--- config.mk ---
export PLATFORM = sky130hd
export DESIGN_NAME = dmem_arbiter
export DESIGN_NICKNAME = d
export VERILOG_FILES = /design/src/rtl/dmem_arb_pkg.sv /design/src/rtl/dmem_arbiter_rr_pick2.sv /design/src/rtl/dmem_arbiter.sv
export SDC_FILE = /design/constraint.sdc
export NUM_CORES = 1
export LEC_CHECK = 0
export BUFFER_PORTS_ARGS = -buffer_cell sky130_fd_sc_hd__buf_2
export CORE_MARGIN = 4
export CORE_UTILIZATION = 40
export CTS_CLUSTER_DIAMETER = 40
export DETAILED_ROUTE_END_ITERATION = 16
export SETUP_SLACK_MARGIN = 0.1
export SLEW_MARGIN = 20
export SYNTH_ARGS = -nofsm -noshare
export SYNTH_HDL_FRONTEND = slang
export SYNTH_SLANG_ARGS = --single-unit
--- constraint.sdc ---
create_clock -name clk -period 3.52 [get_ports clk]
set_clock_uncertainty 0.1 [all_clocks]
set_input_delay 0.176 -clock clk [delete_from_list [all_inputs] [get_ports clk]]
set_output_delay 0.176 -clock clk [all_outputs]
set_load 0.01 [all_outputs]
--- src/rtl/dmem_arb_pkg.sv ---
// Shared definitions for the data-memory arbiter: port ids, arbitration mode
// and default geometry.
package dmem_arb_pkg;

    localparam int DW_DEF = 32;
    localparam int AW_DEF = 3;

    localparam logic PORT_CPU = 1'b0;
    localparam logic PORT_LDR = 1'b1;

    typedef enum logic {
        MODE_RR     = 1'b0,
        MODE_LOCKED = 1'b1
    } mode_e;

endpackage

--- src/rtl/dmem_arbiter_rr_pick2.sv ---
// Two-input round-robin picker. Bit 0 is the CPU port and bit 1 is the loader
// port. On a tie, the port that was not granted last wins.
module rr_pick2
    import dmem_arb_pkg::*;
(
    input  logic [1:0] req,
    input  logic       last,
    output logic [1:0] gnt
);

    always_comb begin
        gnt    = 2'b00;
        gnt[0] = req[0] & (~req[1] | (last == PORT_LDR));
        gnt[1] = req[1] & (~req[0] | (last == PORT_CPU));
    end

endmodule

--- src/rtl/dmem_arbiter.sv ---
// Owner of the 8 x 32 data memory. It arbitrates between the CPU load/store
// path and the loader, and lets the loader lock the memory for a burst.
module dmem_arbiter
    import dmem_arb_pkg::*;
#(
    parameter int DW = DW_DEF,
    parameter int AW = AW_DEF
) (
    input  logic          clk,
    input  logic          reset,
    input  logic          cpu_req,
    input  logic          cpu_we,
    input  logic [AW-1:0] cpu_addr,
    input  logic [DW-1:0] cpu_wdata,
    output logic          cpu_gnt,
    output logic          cpu_stall,
    output logic          cpu_rvalid,
    output logic [DW-1:0] cpu_rdata,
    input  logic          ldr_req,
    input  logic          ldr_we,
    input  logic [AW-1:0] ldr_addr,
    input  logic [DW-1:0] ldr_wdata,
    output logic          ldr_gnt,
    output logic          ldr_rvalid,
    output logic [DW-1:0] ldr_rdata,
    input  logic          ldr_lock
);

    mode_e         mode_q, mode_d;
    logic          last_gnt_q, last_gnt_d;
    logic          cpu_rvalid_q, cpu_rvalid_d;
    logic          ldr_rvalid_q, ldr_rvalid_d;
    logic [DW-1:0] cpu_rdata_q, cpu_rdata_d;
    logic [DW-1:0] ldr_rdata_q, ldr_rdata_d;
    logic [DW-1:0] mem_q [2**AW];

    logic          lock_hold;
    logic          rr_last;
    logic [1:0]    rr_gnt;
    logic          wr_en;
    logic [AW-1:0] wr_addr;
    logic [DW-1:0] wr_data;

    // The lock only holds while ldr_lock stays high. The cycle in which it
    // drops is arbitrated as RR with the loader counted as last, so a waiting
    // CPU gets in first.
    assign lock_hold = (mode_q == MODE_LOCKED) && ldr_lock;
    assign rr_last   = (mode_q == MODE_LOCKED) ? PORT_LDR : last_gnt_q;

    rr_pick2 u_pick (
        .req  ({ldr_req, cpu_req}),
        .last (rr_last),
        .gnt  (rr_gnt)
    );

    always_comb begin
        cpu_gnt      = lock_hold ? 1'b0 : rr_gnt[0];
        ldr_gnt      = lock_hold ? ldr_req : rr_gnt[1];
        cpu_stall    = cpu_req & ~cpu_gnt;

        mode_d       = (ldr_lock && ((mode_q == MODE_LOCKED) || ldr_gnt)) ? MODE_LOCKED : MODE_RR;
        last_gnt_d   = cpu_gnt ? PORT_CPU : (ldr_gnt ? PORT_LDR : last_gnt_q);

        wr_en        = (cpu_gnt & cpu_we) | (ldr_gnt & ldr_we);
        wr_addr      = cpu_gnt ? cpu_addr : ldr_addr;
        wr_data      = cpu_gnt ? cpu_wdata : ldr_wdata;

        cpu_rvalid_d = cpu_gnt & ~cpu_we;
        ldr_rvalid_d = ldr_gnt & ~ldr_we;
        cpu_rdata_d  = cpu_rvalid_d ? mem_q[cpu_addr] : cpu_rdata_q;
        ldr_rdata_d  = ldr_rvalid_d ? mem_q[ldr_addr] : ldr_rdata_q;
    end

    always_ff @(posedge clk) begin
        if (reset) begin
            mode_q       <= MODE_RR;
            last_gnt_q   <= PORT_LDR;
            cpu_rvalid_q <= 1'b0;
            ldr_rvalid_q <= 1'b0;
            cpu_rdata_q  <= '0;
            ldr_rdata_q  <= '0;
        end else begin
            mode_q       <= mode_d;
            last_gnt_q   <= last_gnt_d;
            cpu_rvalid_q <= cpu_rvalid_d;
            ldr_rvalid_q <= ldr_rvalid_d;
            cpu_rdata_q  <= cpu_rdata_d;
            ldr_rdata_q  <= ldr_rdata_d;
        end
    end

    // Memory contents survive reset, but no write may commit in a reset cycle.
    always_ff @(posedge clk) begin
        if (!reset && wr_en) begin
            mem_q[wr_addr] <= wr_data;
        end
    end

    assign cpu_rvalid = cpu_rvalid_q;
    assign cpu_rdata  = cpu_rdata_q;
    assign ldr_rvalid = ldr_rvalid_q;
    assign ldr_rdata  = ldr_rdata_q;

endmodule

Word-level counts from Yosys, hierarchy flattened
Memories as Yosys holds them, arrays and structs flattened. A register that Yosys moved wholly into a read port is not among the register bits. Cells that the tools add are included.

Output and inout port bits: 69. Bits in registers: 4. Bits in writable memories: 256. Memories: 1. Bits of input ports: 77. Logic and storage cells: 37.

Bitwise logic cells: 16. Reduce and logical (&&, ||, !) cells: 6. Multiplexer cells: 10.

Memory list: mem_q (words 8, width 32, rd ports 2, clocked after Yosys merged registers in 2, wr ports 1, RTL line dmem_arbiter.sv:35) `logic [DW-1:0] mem_q [2**AW];`.

Operators with widths (number): 32-bit two-way mux (1); 1-bit two-way mux (8); 1-bit bitwise AND (7); 1-bit NOT (6); 1-bit logical AND (3); 3-bit two-way mux (1); 1-bit bitwise OR (3); 2-bit nonzero test (1); 1-bit zero test (1); 1-bit logical OR (1).

Longest topological paths before layout
Word-level depth: 10. Gate-level depth with buffers: 7. Mapped depth without buffers: 4.

Cells and area by module
Synthesis repeated with hierarchy kept, for this count alone.

Cells, all modules: 834. Area total of the unflattened synthesis: 14388.8 µm².

Modules (own cells, without submodules): dmem_arbiter (instances 1, cells each 831, sequential area each 9048.7 µm², area each 14370.0 µm²); rr_pick2 (instances 1, cells each 3, sequential area each 0.0 µm², area each 18.8 µm²).

Worst setup path before layout
No wires, ideal clock.

Path kind: flip-flop to flip-flop. From: reg mode_q. To: mem mem_q[4][0] in the netlist's numbering, enable pin. Slack: 250 ps. Buffers on the path: 1. Arrival: 2749 ps. Period minus slack after synthesis: 3270 ps. Stages on the path, launching flop included: 6. Required time: 2999 ps. Setup time: 421 ps. Cells stage by stage: dfxtp_1 or3b_4 buf_6 a211o_1 a21o_1 nor2_1.

Longest elaborated chain between the ends: 10. Elaborated cells on any way between the ends: 16. Those cells by class: mux: 6; bitwise: 8; reduce/logical: 2.

RTL lines: from (decl) (RTL line dmem_arbiter.sv:29) `mode_e mode_q, mode_d;`; from (signal assigned) (RTL line dmem_arbiter.sv:83) `mode_q <= mode_d;`; 1-bit two-way mux (RTL line dmem_arbiter.sv:48) `assign rr_last = (mode_q == MODE_LOCKED) ? PORT_LDR : last_gnt_q;`; 1-bit NOT (RTL line dmem_arbiter_rr_pick2.sv:14) `gnt[1] = req[1] & (~req[0] | (last == PORT_CPU));`; 1-bit bitwise OR (RTL line dmem_arbiter_rr_pick2.sv:14); 1-bit bitwise AND (RTL line dmem_arbiter_rr_pick2.sv:14); 1-bit two-way mux (RTL line dmem_arbiter.sv:58) `ldr_gnt = lock_hold ? ldr_req : rr_gnt[1];`; 1-bit bitwise AND (RTL line dmem_arbiter.sv:64) `wr_en = (cpu_gnt & cpu_we) | (ldr_gnt & ldr_we);`; 1-bit bitwise OR (RTL line dmem_arbiter.sv:64); 1-bit logical AND (RTL line dmem_arbiter.sv:94) `if (!reset && wr_en) begin`; 1-bit two-way mux (RTL line dmem_arbiter.sv:94); 1-bit two-way mux (implied by the code) (RTL line dmem_arbiter.sv:95) `mem_q[wr_addr] <= wr_data;`; to (decl) (RTL line dmem_arbiter.sv:35).

Parallel ways exist; a longest one is shown, timed or not.

Final worst setup path
From: reg mode_q. To: mem mem_q[1][17] in the netlist's numbering, data pin.

Longest elaborated chain between the ends: 5. Elaborated cells on any way between the ends: 6. Those cells by class: mux: 3; bitwise: 2; reduce/logical: 1.

RTL lines: 1-bit two-way mux (RTL line dmem_arbiter.sv:48); 1-bit bitwise OR (RTL line dmem_arbiter_rr_pick2.sv:13) `gnt[0] = req[0] & (~req[1] | (last == PORT_LDR));`; 1-bit bitwise AND (RTL line dmem_arbiter_rr_pick2.sv:13); 1-bit two-way mux (*) (RTL line dmem_arbiter.sv:57) `cpu_gnt = lock_hold ? 1'b0 : rr_gnt[0];`; 32-bit two-way mux (*) (RTL line dmem_arbiter.sv:66) `wr_data = cpu_gnt ? cpu_wdata : ldr_wdata;`; net wr_data[17] (RTL line dmem_arbiter.sv:42) `logic [DW-1:0] wr_data;`.

The timed path passes the listed nets; every way through them passes the cells marked *.

==> metrics.md <==
| Metric | Value |
|---|---|
| Status | `completed` |
| Most area-consuming cells after synthesis | `edfxtp_1 (54%), mux4_2 (15%), dfxtp_1 (9.5%)` |
| CTS Sinks | `324` |
| Final Critical Period | `between 2000 and 3000 ps` |
| Residual DRC count | `0` |
| Least-Margin Pin Slew | `964 ps` |
| CTS tree | `done` |
| Max H-tree Level | `2` |
| ANT nets after route | `0` |
| Pre-CTS setup slack | `913 ps` |
| Share of cells above drive strength 1 | `0.394` |
| Avg WL per Cell | `around 24 um` |
| Pint | `between 7 and 8 mW` |
| Final WS setup | `approximately 530 ps` |
| Die span in y | `just under 200 um` |
| Later-pin clock latency in the skew report | `roughly 520 ps` |
| Routed vias | `8717` |
| Core Region | `roughly 0.035 mm^2` |
| Die area | `around 0.039 mm^2` |
| Drt total wl | `~38 mm` |
| Max rail drop VDD | `between 400 and 500 uV` |
| Switching power total | `about 2.3 mW` |
| Antenna violations before repair | `0` |
| Rows | `68` |
| CTS resizes | `0` |
| Power, Total | `between 9 and 10 mW` |
| Overflow after GRT | `0` |
| CTS Buffer Depth | `3` |
| Gate power share | `0.087` |
| Avg Inst Size Synth | `approximately 17 um^2` |
| Critical path, cell by cell | `or3b_4 -> nand2_8 -> buf_4 -> mux2_2 -> dlygate4sd3_1` |
| Top cell type's share of synthesized area | `0.537` |
| Sequential area share after synthesis | `0.633` |
| Req. time, crit path | `approximately 3700 ps` |
| Final hold vios | `0` |
| Distinct cells, synth | `38` |
| GRT Overall Usage | `0.194` |
| Detailed Place HPWL | `22.8 mm` |
| Maximum operating frequency | `about 330 MHz` |
| Sequential share of power | `0.439` |
| Period utilisation layout | `0.848` |
| Io pins | `between 100 and 150` |
| Warnings, synthesis | `0` |
| Post-synth EDFFs | `approximately 260` |
| Vias in the first global route | `~9000` |
| # Max-Cap Violations | `0` |
| Total area of sequential cells | `about 0.0090 mm^2` |
| Largest net degree at the start of global routing | `about 70` |
| HP Class | `in -> reg` |
| Starting DRT DRC Count | `708` |
| Slew Viols, Final | `0` |
| Startpoint Class | `register` |
| Worst Path Buf+Inv | `2` |
| Cts bufs inserted | `between 40 and 50` |
| Ant. Diodes | `0` |
| Pleak | `roughly 6.2 nW` |
| Final-stage net count | `1135` |
| Post-synth net total | `between 900 and 1000` |
| Final setup vio count | `0` |
| Post-Synthesis Cells | `~860` |
| Post-synthesis async set-or-reset flop share | `0` |
| Post-synth top flop | `edfxtp_1` |
| CTS Root Cell | `clkbuf_16` |
| Initial DRT Pass Iterations | `5` |
| Vias per cell | `around 5.6` |
| Setup TNS Final | `0 ps` |
| Crit. End Element | `register` |
| Post-synth top cells | `edfxtp_1 (256), mux4_2 (97), nor2_1 (78)` |
| Final design utilization | `0.505` |
| IO Port Bufs | `around 150` |
| CP max stage delay | `around 670 ps` |
| Initial Util | `0.410` |
| Critical-path top delay cell | `dlygate4sd3_1` |
| Yosys top cell by area | `edfxtp_1` |
| PD cells | `about 560 mW/mm^2` |
| Switching share of power | `0.232` |
| Count leader, synth | `edfxtp_1` |
| First-pass GRT wire length | `~57 mm` |
| Clock network fraction of design power | `0.474` |
| Cell Area, Synth | `around 0.014 mm^2` |
| Area grow syn2layout | `23.0%` |
| Worst-path clk slew | `about 60 ps` |
| Critical path arrival | `3110 ps` |
| CP Class | `reg -> reg` |
| # fillers | `2960` |
| FF+latch count, synth | `324` |
| RSZ-0062 raised after global routing | `no` |
| CP delay by family, top | `buffers and inverters` |
| Max Fanout on Critical Path | `36` |
| Placer Congestion | `approximately 0.75` |
| Area occupied by multi-input gates | `0.00492 mm^2` |
| Die Width | `about 200 um` |
| Relative slew slack | `0.357` |
[path summary, 6_finish.rpt]
path / from / endpoint / slack [ps] / cells after the start
setup / recovery: mode_q$_SDFF_PP0_ / mem_q[1][17]$_DFFE_PP_ / 530 / 5
hold / removal: cpu_wdata[30] / mem_q[6][30]$_DFFE_PP_ / 20 / 2
setup reg to reg: mode_q$_SDFF_PP0_ / mem_q[1][17]$_DFFE_PP_ / 530 / 5
hold reg to reg: cpu_rdata[23]$_SDFFE_PP0P_ / cpu_rdata[23]$_SDFFE_PP0P_ / 390 / 2
[worst reg2reg max path: stages, from the launching register on]
cell	delay (ps)
dfxtp_1	370
or3b_4	510
nand2_8	90
buf_4	500
mux2_2	450
dlygate4sd3_1	670
[what timing repair did]
item / in CTS / in global routing
endpoints found under the setup margin: 0 / 0
setup buffers: 0 / 0
endpoints found under the hold margin: 159 / 0
hold buffers: 44 / 0
[cell families (layout without fill, tap and decap cells)]
group,after synthesis,count (layout),synth area share
AOI/OAI and AO/OA,112,112,0.0641
buffers and inverters,74,308,0.0289
DFF,324,324,0.633
muxes,193,193,0.223
and+or+nand+nor,158,158,0.0517
[cell usage in the layout, fill, tap and decap left out, drive strengths merged]
cell,count
a211o,2
a211oi,33
a21bo,1
a21boi,1
a21o,2
a21oi,6
a31oi,1
a41oi,2
and2,1
buf,176
bufinv,5
clkbuf,53
clkinv,11
clkinvlp,4
dfxtp,68
dlygate4sd3,44
edfxtp,256
inv,15
mux2,32
mux2i,64
mux4,97
nand2,3
nand2b,1
nand4,1
nand4b,2
nor2,78
nor2b,1
nor3,65
nor3b,2
o2111ai,1
o22ai,63
or2,2
or3b,1
or4,1
[layout make-up]
cell class | count | area share
clock inverter | 32 | 0.0213
sequential | 324 | 0.514
timing repair buffer | 220 | 0.0830
inverter | 3 | 0.000640
clock buffer | 53 | 0.0692
tap | 455 | 0.0323
multi-input combinational | 463 | 0.279
[metrics by stage]
stage	hold WS [ps]	cells	instance area, um^2
3_5_place_dp	377	1421	15600
5_1_grt	7.92	1550	17600
4_1_cts	0.459	1550	17600
3_3_place_gp	356	1421	15600
2_1_floorplan	155	861	14300
6_report	15.1	1550	17600
[layer usage]
layer	vias to the layer above	routed length (um)	GRT usage	share of wire
li1	3912	-	-	-
met1	4472	16000	0.263	0.42
met2	277	19100	0.335	0.50
met3	56	2070	0.0266	0.055
met4	0	676	0.0455	0.018
met5	-	0	0	0
[power by group through the flow]
stage	clock network [mW]	registers, mW	logic, mW
detailed placement	0	4.38	0.813
global placement	0	4.38	0.806
global route	4.94	4.31	0.924
finish	4.65	4.30	0.853
CTS	4.74	4.30	0.866
floorplan	0	4.40	0.509
[sequential cells by signal, indices dropped and copies added (netlist names)]
signal and cells:
ldr_rvalid 1, mode_q 1, cpu_rvalid 1, cpu_rdata 32, ldr_rdata 32, mem_q 256
last_gnt_q 1
(Power assumes the default switching activity.)
